## src/rtl/wisc_pipe_pkg.sv

```systemverilog
// Purpose: shared encodings for the WISC-SP13 pipeline sequencing logic (forward selects, EX control FSM states).
// Latency: n/a (constants and pure functions only).
// Backpressure: n/a.
// Contents: FWD_* operand-select codes, ST_* FSM state codes, REG_AW_DEFAULT, satInc16 helper.
package wisc_pipe_pkg;

    localparam int REG_AW_DEFAULT = 3;

    // EX operand select encoding (RD1/RD2 mux in EX)
    localparam logic [1:0] FWD_RF  = 2'b00;  // register file value (WB handled by RF write-before-read)
    localparam logic [1:0] FWD_MEM = 2'b01;  // EX/MEM ALUResult
    localparam logic [1:0] FWD_WB  = 2'b10;  // MEM/WB write data

    // Execute-stage sequencing FSM
    localparam logic [1:0] ST_RUN   = 2'd0;
    localparam logic [1:0] ST_DRAIN = 2'd1;
    localparam logic [1:0] ST_HALT  = 2'd2;

    // Saturating 16-bit increment used by the optional performance counters
    function automatic logic [15:0] satInc16(input logic [15:0] val);
        return (val == 16'hFFFF) ? val : val + 16'd1;
    endfunction

endpackage

```

## src/rtl/fwd_sel_unit.sv

```systemverilog
// Purpose: operand-forwarding match/priority for one EX source register.
// Latency: combinational (registered by the parent on ID->EX advance).
// Backpressure: none; pure function of the current pipeline tags.
// Ports: srcReg/srcVld = ID source specifier and use flag; exWr/exRegWrite/exMemRead = EX producer;
//        memWr/memRegWrite = MEM producer; sel = next select code; exMatch = source names the EX destination.
module fwd_sel_unit
    import wisc_pipe_pkg::*;
#(
    parameter int REG_AW = REG_AW_DEFAULT
) (
    input  logic [REG_AW-1:0] srcReg,
    input  logic              srcVld,
    input  logic [REG_AW-1:0] exWr,
    input  logic              exRegWrite,
    input  logic              exMemRead,
    input  logic [REG_AW-1:0] memWr,
    input  logic              memRegWrite,
    output logic [1:0]        sel,
    output logic              exMatch
);

    // Raw tag match against EX; the parent combines this with the load flags for load-use detection.
    assign exMatch = srcVld && (srcReg == exWr);

    // The EX producer is the youngest, so it wins over MEM. A load in EX has no result yet,
    // so it never forwards from EX; the parent stalls instead and the match re-resolves to WB.
    always_comb begin
        sel = FWD_RF;
        if (exMatch && exRegWrite && !exMemRead) begin
            sel = FWD_MEM;
        end else if (srcVld && memRegWrite && (srcReg == memWr)) begin
            sel = FWD_WB;
        end
    end

endmodule

```

## src/rtl/ex_hazard_ctrl.sv

```systemverilog
// Purpose: EX-stage sequencing: forward selects, load-use bubbles, branch flushes, halt drain, memory freeze.
// Latency: stall/bubble/flush/freeze combinational; fwd_a/fwd_b registered on ID->EX advance; halted 1+DRAIN_CYCLES unfrozen edges after halt.
// Backpressure: mem_busy freezes every register here and in the pipe; flushes wait until memory is ready.
// Ports: id_* = ID source tags; ex_*/mem_* = producer tags; br_taken/halt_ex = MEM/EX control events;
//        fwd_a/fwd_b = EX operand selects; stall/bubble/flush/freeze_all = pipe control; halted/err = status.
// Optional: define EX_HAZ_PERF_CNT_EN to add perf_stall_cnt/perf_flush_cnt saturating counters.
module ex_hazard_ctrl
    import wisc_pipe_pkg::*;
#(
    parameter int REG_AW       = REG_AW_DEFAULT,
    parameter int DRAIN_CYCLES = 2
) (
    input  logic              clk,
    input  logic              rst_n,
    input  logic              id_vld,
    input  logic [REG_AW-1:0] id_rs,
    input  logic              id_rs_vld,
    input  logic [REG_AW-1:0] id_rt,
    input  logic              id_rt_vld,
    input  logic [REG_AW-1:0] ex_wr,
    input  logic              ex_regwrite,
    input  logic              ex_memread,
    input  logic [REG_AW-1:0] mem_wr,
    input  logic              mem_regwrite,
    input  logic              br_taken,
    input  logic              halt_ex,
    input  logic              mem_busy,
    output logic [1:0]        fwd_a,
    output logic [1:0]        fwd_b,
    output logic              stall_if_id,
    output logic              bubble_ex,
    output logic              flush_if_id,
    output logic              flush_id_ex,
    output logic              flush_ex_mem,
    output logic              freeze_all,
    output logic              halted,
    output logic              err
`ifdef EX_HAZ_PERF_CNT_EN
    ,
    output logic [15:0]       perf_stall_cnt,
    output logic [15:0]       perf_flush_cnt
`endif
);

    localparam int CNT_W = (DRAIN_CYCLES < 2) ? 1 : $clog2(DRAIN_CYCLES + 1);
    localparam logic [CNT_W-1:0] DRAIN_LOAD = CNT_W'(DRAIN_CYCLES);

    logic [1:0]       state;
    logic [CNT_W-1:0] drainCnt;

    logic [1:0] selANext;
    logic [1:0] selBNext;
    logic       exMatchA;
    logic       exMatchB;
    logic       loadUse;
    logic       frozen;

    logic stallComb;
    logic bubbleComb;
    logic flushIfIdComb;
    logic flushIdExComb;
    logic flushExMemComb;

    fwd_sel_unit #(.REG_AW(REG_AW)) uFwdA (
        .srcReg      (id_rs),
        .srcVld      (id_rs_vld),
        .exWr        (ex_wr),
        .exRegWrite  (ex_regwrite),
        .exMemRead   (ex_memread),
        .memWr       (mem_wr),
        .memRegWrite (mem_regwrite),
        .sel         (selANext),
        .exMatch     (exMatchA)
    );

    fwd_sel_unit #(.REG_AW(REG_AW)) uFwdB (
        .srcReg      (id_rt),
        .srcVld      (id_rt_vld),
        .exWr        (ex_wr),
        .exRegWrite  (ex_regwrite),
        .exMemRead   (ex_memread),
        .memWr       (mem_wr),
        .memRegWrite (mem_regwrite),
        .sel         (selBNext),
        .exMatch     (exMatchB)
    );

    // Register 0 is deliberately not exempt: it can be written like any other register.
    assign loadUse = id_vld && ex_memread && ex_regwrite && (exMatchA || exMatchB);

    // HALT keeps the whole pipe frozen until reset, the same way a busy memory does.
    assign frozen = mem_busy || (state == ST_HALT);

    // Priority: frozen suppresses everything (br_taken is held in MEM and re-presented),
    // then a taken branch flushes and overrides any stall, then drain, then halt entry, then load-use.
    always_comb begin
        stallComb      = 1'b0;
        bubbleComb     = 1'b0;
        flushIfIdComb  = 1'b0;
        flushIdExComb  = 1'b0;
        flushExMemComb = 1'b0;
        if (!frozen) begin
            if (br_taken) begin
                flushIfIdComb  = 1'b1;
                flushIdExComb  = 1'b1;
                flushExMemComb = 1'b1;
            end else if (state == ST_DRAIN) begin
                stallComb     = 1'b1;
                flushIdExComb = 1'b1;
            end else if (halt_ex) begin
                // Halt entering drain: nothing younger than the halt may proceed.
                stallComb     = 1'b1;
                flushIfIdComb = 1'b1;
                flushIdExComb = 1'b1;
            end else if (loadUse) begin
                stallComb  = 1'b1;
                bubbleComb = 1'b1;
            end
        end
    end

    assign stall_if_id  = stallComb;
    assign bubble_ex    = bubbleComb;
    assign flush_if_id  = flushIfIdComb;
    assign flush_id_ex  = flushIdExComb;
    assign flush_ex_mem = flushExMemComb;
    assign freeze_all   = frozen;
    assign halted       = (state == ST_HALT);

    // Forward selects travel with the ID/EX register: a NOP entering EX (bubble or flush)
    // carries RF selects; a held ID/EX keeps its selects.
    always_ff @(posedge clk or negedge rst_n) begin
        if (!rst_n) begin
            fwd_a <= FWD_RF;
            fwd_b <= FWD_RF;
        end else if (!frozen) begin
            if (bubbleComb || flushIdExComb) begin
                fwd_a <= FWD_RF;
                fwd_b <= FWD_RF;
            end else if (!stallComb) begin
                fwd_a <= selANext;
                fwd_b <= selBNext;
            end
        end
    end

    // Halt drain sequencing. A halt paired with a taken branch is on the squashed path and ignored.
    always_ff @(posedge clk or negedge rst_n) begin
        if (!rst_n) begin
            state    <= ST_RUN;
            drainCnt <= '0;
        end else if (!frozen) begin
            case (state)
                ST_RUN: begin
                    if (halt_ex && !br_taken) begin
                        state    <= ST_DRAIN;
                        drainCnt <= DRAIN_LOAD;
                    end
                end
                ST_DRAIN: begin
                    // The edge that takes the count to zero is also the edge into HALT.
                    if (drainCnt <= CNT_W'(1)) begin
                        state    <= ST_HALT;
                        drainCnt <= '0;
                    end else begin
                        drainCnt <= drainCnt - CNT_W'(1);
                    end
                end
                default: begin
                end
            endcase
        end
    end

    // Protocol errors are recorded even while frozen: a branch resolving in HALT must be caught.
    always_ff @(posedge clk or negedge rst_n) begin
        if (!rst_n) begin
            err <= 1'b0;
        end else if ((br_taken && ((state == ST_DRAIN) || (state == ST_HALT))) ||
                     (halt_ex && (state == ST_DRAIN))) begin
            err <= 1'b1;
        end
    end

`ifdef EX_HAZ_PERF_CNT_EN
    // bubble_ex marks load-use stall cycles only; flush_ex_mem marks branch flush events only.
    // Both are already zero while frozen, so frozen cycles are never counted.
    always_ff @(posedge clk or negedge rst_n) begin
        if (!rst_n) begin
            perf_stall_cnt <= '0;
            perf_flush_cnt <= '0;
        end else begin
            if (bubbleComb) begin
                perf_stall_cnt <= satInc16(perf_stall_cnt);
            end
            if (flushExMemComb) begin
                perf_flush_cnt <= satInc16(perf_flush_cnt);
            end
        end
    end
`endif

endmodule

```

## config.mk

```make
export PLATFORM = sky130hd
export DESIGN_NAME = ex_hazard_ctrl
export DESIGN_NICKNAME = d
export VERILOG_FILES = /design/src/rtl/wisc_pipe_pkg.sv /design/src/rtl/fwd_sel_unit.sv /design/src/rtl/ex_hazard_ctrl.sv
export SDC_FILE = /design/constraint.sdc
export NUM_CORES = 1
export LEC_CHECK = 0
export ABC_AREA = 1
export CORE_MARGIN = 2
export CORE_UTILIZATION = 44
export CTS_CLUSTER_DIAMETER = 60
export DETAILED_ROUTE_END_ITERATION = 8
export PLACE_DENSITY = 0.8
export REMOVE_ABC_BUFFERS = 1
export SLEW_MARGIN = 20
export SYNTH_ARGS = -nofsm -noshare
export SYNTH_HDL_FRONTEND = slang
export SYNTH_SLANG_ARGS = --single-unit
```

## constraint.sdc

```tcl
create_clock -name clk -period 4.25 [get_ports clk]
set_input_delay 0.85 -clock clk [delete_from_list [all_inputs] [get_ports clk]]
set_output_delay 0.85 -clock clk [all_outputs]
set_load 0.05 [all_outputs]
```

==> results_dict.tcl, run 1 <==
set metrics [dict create \
    outcome "finished, final reports clean" \
    cts_buffers 3 \
    skew_ps 0.327 \
    layout_setup_ws_ps 556 \
    die_y_um 46.2 \
    relSlewSlack 0.661 \
    fp.dieW_um 46.2 \
    final_cells 192 \
    p_seq_frac 0.268 \
    fin_hold_ws_ps 486 \
    wl_um 1970 \
    dieArea_um2 2140 \
    firstDrtPassIters 4 \
    synth_area_um2 785 \
    nets 194 \
    cts_num_sinks 9 \
    drive_gt1_frac 0.0659 \
    cp-start-kind "primary input" \
    grtUsageTotal 0.207 \
    grt_pass1_wl_um 3130 \
    swShare 0.474 \
    io-pin-count 35 \
    path_clk_slew_ps 60 \
    clk_latency_ps 260 \
    worst-setup-path-type "in -> out" \
    grt_overflow_total 0 \
    netSwitchingPower_w 0.000208 \
    yosysTopAreaCell "dfrtp_1" \
    antenna_found_initial 0 \
    globalplace.congestion 0.864 \
    ys_types 21 \
    crit_path_max_fanout 3 \
    area_growth_pct 49.3 \
    fillerInstances 157 \
    hp-class "reg -> reg" \
    maxCapViolations 0 \
    yosys-top-cells-area "dfrtp_1 29%, nand2_1 25%, inv_1 12%, nand3_1 5.1%, ha_1 4.8%" \
    post_cts_buffers 0 \
    synth_warnings 0 \
    core_region_area_um2 1710 \
    vias 888 \
    drc 0 \
    syn_inst 130 \
    postCtsResizedCells 0 \
    root_buffer "clkbuf_4" \
    dp.cells 188 \
    rows 15 \
    clock.fmax_mhz 271 \
    grt_max_degree 12 \
    final.setup.tns_ps 0 \
    cts-htree-levels 1 \
    hold_buffers 0 \
    wire_per_inst_um 10.3 \
    max_slew.worst_pin.slew_ps 506 \
    hpwl_um 1600 \
    ant_nets 0 \
    drt_iter0_drc 17 \
    via_per_inst 4.63 \
    ys_seq_area_frac 0.287 \
    antenna_cells 0 \
    cts_max_path_buffers 2 \
    start_util 0.459 \
    cp.arrival_ps 2840 \
    period_share 0.869 \
    ys_ff_latch 9 \
    cts_tree "built" \
    p_clk_frac 0.154 \
    setup_viol 0 \
    p_leak_nw 0.629 \
    hold_viol 0 \
    grt_pass1_vias 780 \
    syn_avg_cell_area_um2 6.03 \
    critPathCaptureType "output port" \
    min_period_ps 3690 \
    intPower_w 0.000232 \
    rsz0062_at_grt "false" \
    synth_top_area_share 0.287 \
    io_buffer_count 34 \
    place_ws_ps 584 \
    power.density_nw_per_um2 376 \
    ir_drop_v 0.000236 \
    drv_slew 0 \
    cp.required_ps 3400 \
    pwr-share-comb 0.578 \
]
power groups by stage:
stage	Sequential (W)	Clock [W]	Combinational, W
floorplan	0.000120	0	0.000169
global placement	0.000117	0	0.000250
finish	0.000118	0.0000677	0.000254
global route	0.000119	0.0000743	0.000280
CTS	0.000118	0.0000695	0.000256
detailed placement	0.000119	0	0.000254
registers in the layout, indices dropped and copies added, names as in the netlist:
signal and count:
drainCnt 2, err 1, fwd_a 2, fwd_b 2, state 2
critical path, cell delays in order:
cell,delay (ps)
clkdlybuf4s50_1,510
inv_1,70
nand2_1,70
nand2_1,50
nor2_1,120
nand2_1,90
nand2_2,70
nand2_1,80
a21oi_2,130
clkdlybuf4s50_1,810
logic make-up after synthesis:
kind of cell | count (synthesis) | share of synthesized area
AND/OR/NAND/NOR | 80 | 0.437
adder cells (fa/ha/maj) | 3 | 0.0479
buffers and inverters | 28 | 0.144
flip-flops | 9 | 0.287
AO/OA/AOI/OAI | 10 | 0.0845
cell usage in the layout (no fill, tap or decap):
master            n
clkbuf_1          1
nor2_4            1
a221o_1           1
clkbuf_4          3
inv_1            26
clkinv_1          1
nand3_2           1
nor2_2            3
ha_1              3
nor2_1           10
clkdlybuf4s50_1  34
nand3_1           8
dfrtp_1           9
nand3b_1          1
a21oi_2           1
a21oi_1           2
o21ai_0           3
nand2_2           2
o21a_1            1
o31ai_1           1
nand4_1           1
o211ai_1          1
nand2_1          53
metal layers:
| metal | up-vias | global-route usage | share of wire |
|---|---|---|---|
| met3 | 2 | 0.0549 | 0.058 |
| met2 | 29 | 0.317 | 0.44 |
| met4 | 0 | 0.0686 | 0.0035 |
| met5 | - | 0 | 0 |
| li1 | 465 | - | - |
| met1 | 392 | 0.282 | 0.49 |
cells in the mapped netlist, drive strengths merged:
cell type / count
nand4: 1
buf: 1
o31ai: 1
o21a: 1
inv: 26
nand3: 9
o211ai: 1
nand3b: 1
o21ai: 3
clkinv: 1
dfrtp: 9
a221o: 1
nand2: 55
a21oi: 3
nor2: 14
ha: 3
layout make-up:
| type | instances | area [µm²] | area share |
|---|---|---|---|
| clock buffer | 4 | 26.3 | 0.0224 |
| multi-input combinational | 93 | 447 | 0.381 |
| inverter | 27 | 101 | 0.0865 |
| timing repair buffer | 34 | 340 | 0.291 |
| tap | 25 | 31.3 | 0.0267 |
| sequential | 9 | 225 | 0.192 |
through the flow:
| step | total power [W] | util | cell area (µm²) |
|---|---|---|---|
| 2_1_floorplan | 0.000289 | - | 773 |
| 3_3_place_gp | 0.000367 | 0.670 | 1140 |
| 3_5_place_dp | 0.000374 | 0.670 | 1140 |
| 4_1_cts | 0.000443 | 0.686 | 1170 |
| 5_1_grt | 0.000473 | 0.686 | 1170 |
| 6_report | 0.000440 | 0.686 | 1170 |
path summary, 6_finish.rpt:
kind / from / to / slack, ps / depth (start not counted)
max: id_rs[1] / stall_if_id / 560 / 10
min reg2reg: err / err / 490 / 1
min in group asynchronous: rst_n / state[1] / 890 / 1
max reg2reg: state[0] / state[0] / 2680 / 9
min: err / err / 490 / 1
max in group asynchronous: rst_n / drainCnt[1] / 3060 / 1
(Power assumes the default switching activity.)
==> inputs of run 2 (changes only) <==
Settings changed: CELL_PAD_IN_SITES_DETAIL_PLACEMENT set to 0, CELL_PAD_IN_SITES_GLOBAL_PLACEMENT set to 1, CORE_UTILIZATION 44 to 29.
==> run 2 against run 1 <==
Against the previous run: wire length shrank 1.7%; core utilization shrank 22 points; final cell count grew 2.6%; clock skew is 0.77 ps higher; non-clock buffer count unchanged; critical endpoint unchanged; total power decreased by 0.16%; sequential cell count did not move; largest cell class unchanged; design area rose by 0.53%; die area increased by 47%; global-route usage is 7.3 points lower; setup slack better by 3.9 ps; via count shrank 3.3%.
==> results_dict.tcl, run 2 (same netlist as run 1, synthesis figures left out) <==
set metrics [dict create \
    fp.dieW_um 56.0 \
    wl_um 1940 \
    cp.arrival_ps 2840 \
    dp.cells 193 \
    firstDrtPassIters 4 \
    cp.required_ps 3400 \
    rows 18 \
    grt_pass1_wl_um 3390 \
    setup_viol 0 \
    hold_buffers 0 \
    antenna_cells 0 \
    core_region_area_um2 2520 \
    io_buffer_count 34 \
    critPathCaptureType "output port" \
    grtUsageTotal 0.134 \
    io-pin-count 35 \
    p_leak_nw 0.629 \
    area_growth_pct 50.1 \
    relSlewSlack 0.658 \
    die_y_um 56.0 \
    grt_pass1_vias 795 \
    drc 0 \
    cp-start-kind "primary input" \
    cts_max_path_buffers 2 \
    outcome "finished, final reports clean" \
    layout_setup_ws_ps 560 \
    ant_nets 0 \
    final_common_cell "nand2_1" \
    cts_num_sinks 9 \
    post_cts_buffers 0 \
    final_cells 197 \
    worst-setup-path-type "in -> out" \
    power.density_nw_per_um2 373 \
    hold_viol 0 \
    grt_overflow_total 0 \
    cts-htree-levels 1 \
    ir_drop_v 0.000290 \
    drt_iter0_drc 22 \
    max_slew.worst_pin.slew_ps 511 \
    antenna_found_initial 0 \
    path_clk_slew_ps 60 \
    start_util 0.311 \
    min_period_ps 3690 \
    drive_gt1_frac 0.0659 \
    rsz0062_at_grt "false" \
    final.setup.tns_ps 0 \
    drv_slew 0 \
    hp-class "reg -> reg" \
    maxCapViolations 0 \
    globalplace.congestion 0.729 \
    cts_tree "built" \
    place_ws_ps 570 \
    dieArea_um2 3140 \
    clk_latency_ps 270 \
    hpwl_um 1590 \
    crit_path_max_fanout 3 \
    clock.fmax_mhz 271 \
    grt_max_degree 12 \
    cts_buffers 3 \
    period_share 0.868 \
    wire_per_inst_um 9.84 \
    nets 194 \
    skew_ps 1.10 \
    postCtsResizedCells 0 \
    fin_hold_ws_ps 482 \
    final_util 0.467 \
    layout_common_cells "53 x nand2_1, 34 x clkdlybuf4s50_1, 26 x inv_1" \
    root_buffer "clkbuf_4" \
    via_per_inst 4.36 \
    vias 859 \
]
==> run 2: cell counts in the layout (fill, tap and decap cells not counted) <==
No cell type changed its count.
==> run 2: per-stage QoR <==
step,area [µm²],total power (W)
after floorplan,773,0.000289
after global placement,1150,0.000371
after detailed placement,1150,0.000375
after CTS,1180,0.000446
after global routing,1180,0.000474
final,1180,0.000439
==> run 2: area by class of cell <==
class,instances,area (µm²)
fillers,267,1350
multi-input cells,93,447
repair buffers,34,340
flip-flops and latches,9,225
inverters,27,101
well taps,30,37.5
clock buffers,4,26.3
==> run 2: power by group <==
group	total [W]	leakage (nW)	switching, W	internal (W)
clock network	0.0000699	0.0150	0.0000336	0.0000363
logic	0.000253	0.501	0.000163	0.0000902
registers	0.000116	0.113	0.0000110	0.000105
total	0.000439	0.629	0.000208	0.000232
==> run 2: path summary, 6_finish.rpt <==
| kind | to | cells after the start | slack (ps) | from |
|---|---|---|---|---|
| min in group asynchronous | fwd_b[0] | 1 | 880 | rst_n |
| worst min-delay path | fwd_b[1] | 2 | 480 | fwd_b[1] |
| worst max register to register | state[0] | 9 | 2670 | state[0] |
| max in group asynchronous | drainCnt[0] | 1 | 3080 | rst_n |
| worst min register to register | fwd_b[1] | 2 | 480 | fwd_b[1] |
| worst max-delay path | stall_if_id | 10 | 560 | id_rt[0] |
==> run 2: layer usage <==
metal	part of all wire	track usage	vias to the layer above
li1	-	-	463
met1	0.50	0.194	370
met2	0.41	0.190	22
met3	0.066	0.0395	4
met4	0.014	0.0408	0
met5	0	0	-
==> run 2: critical path: stages <==
cell             delay [ps]
clkdlybuf4s50_1         500
inv_1                    60
nand2_1                  60
nand2_1                  50
nor2_1                  150
nand2_1                  90
nand2_2                  80
nand2_1                  80
a21oi_2                 120
clkdlybuf4s50_1         810
==> inputs of run 3 (changes only) <==
Settings changed: SLEW_MARGIN 20 to 10.
==> results of run 3 <==
Final layout, timing and power as in run 2 (identical DEF).
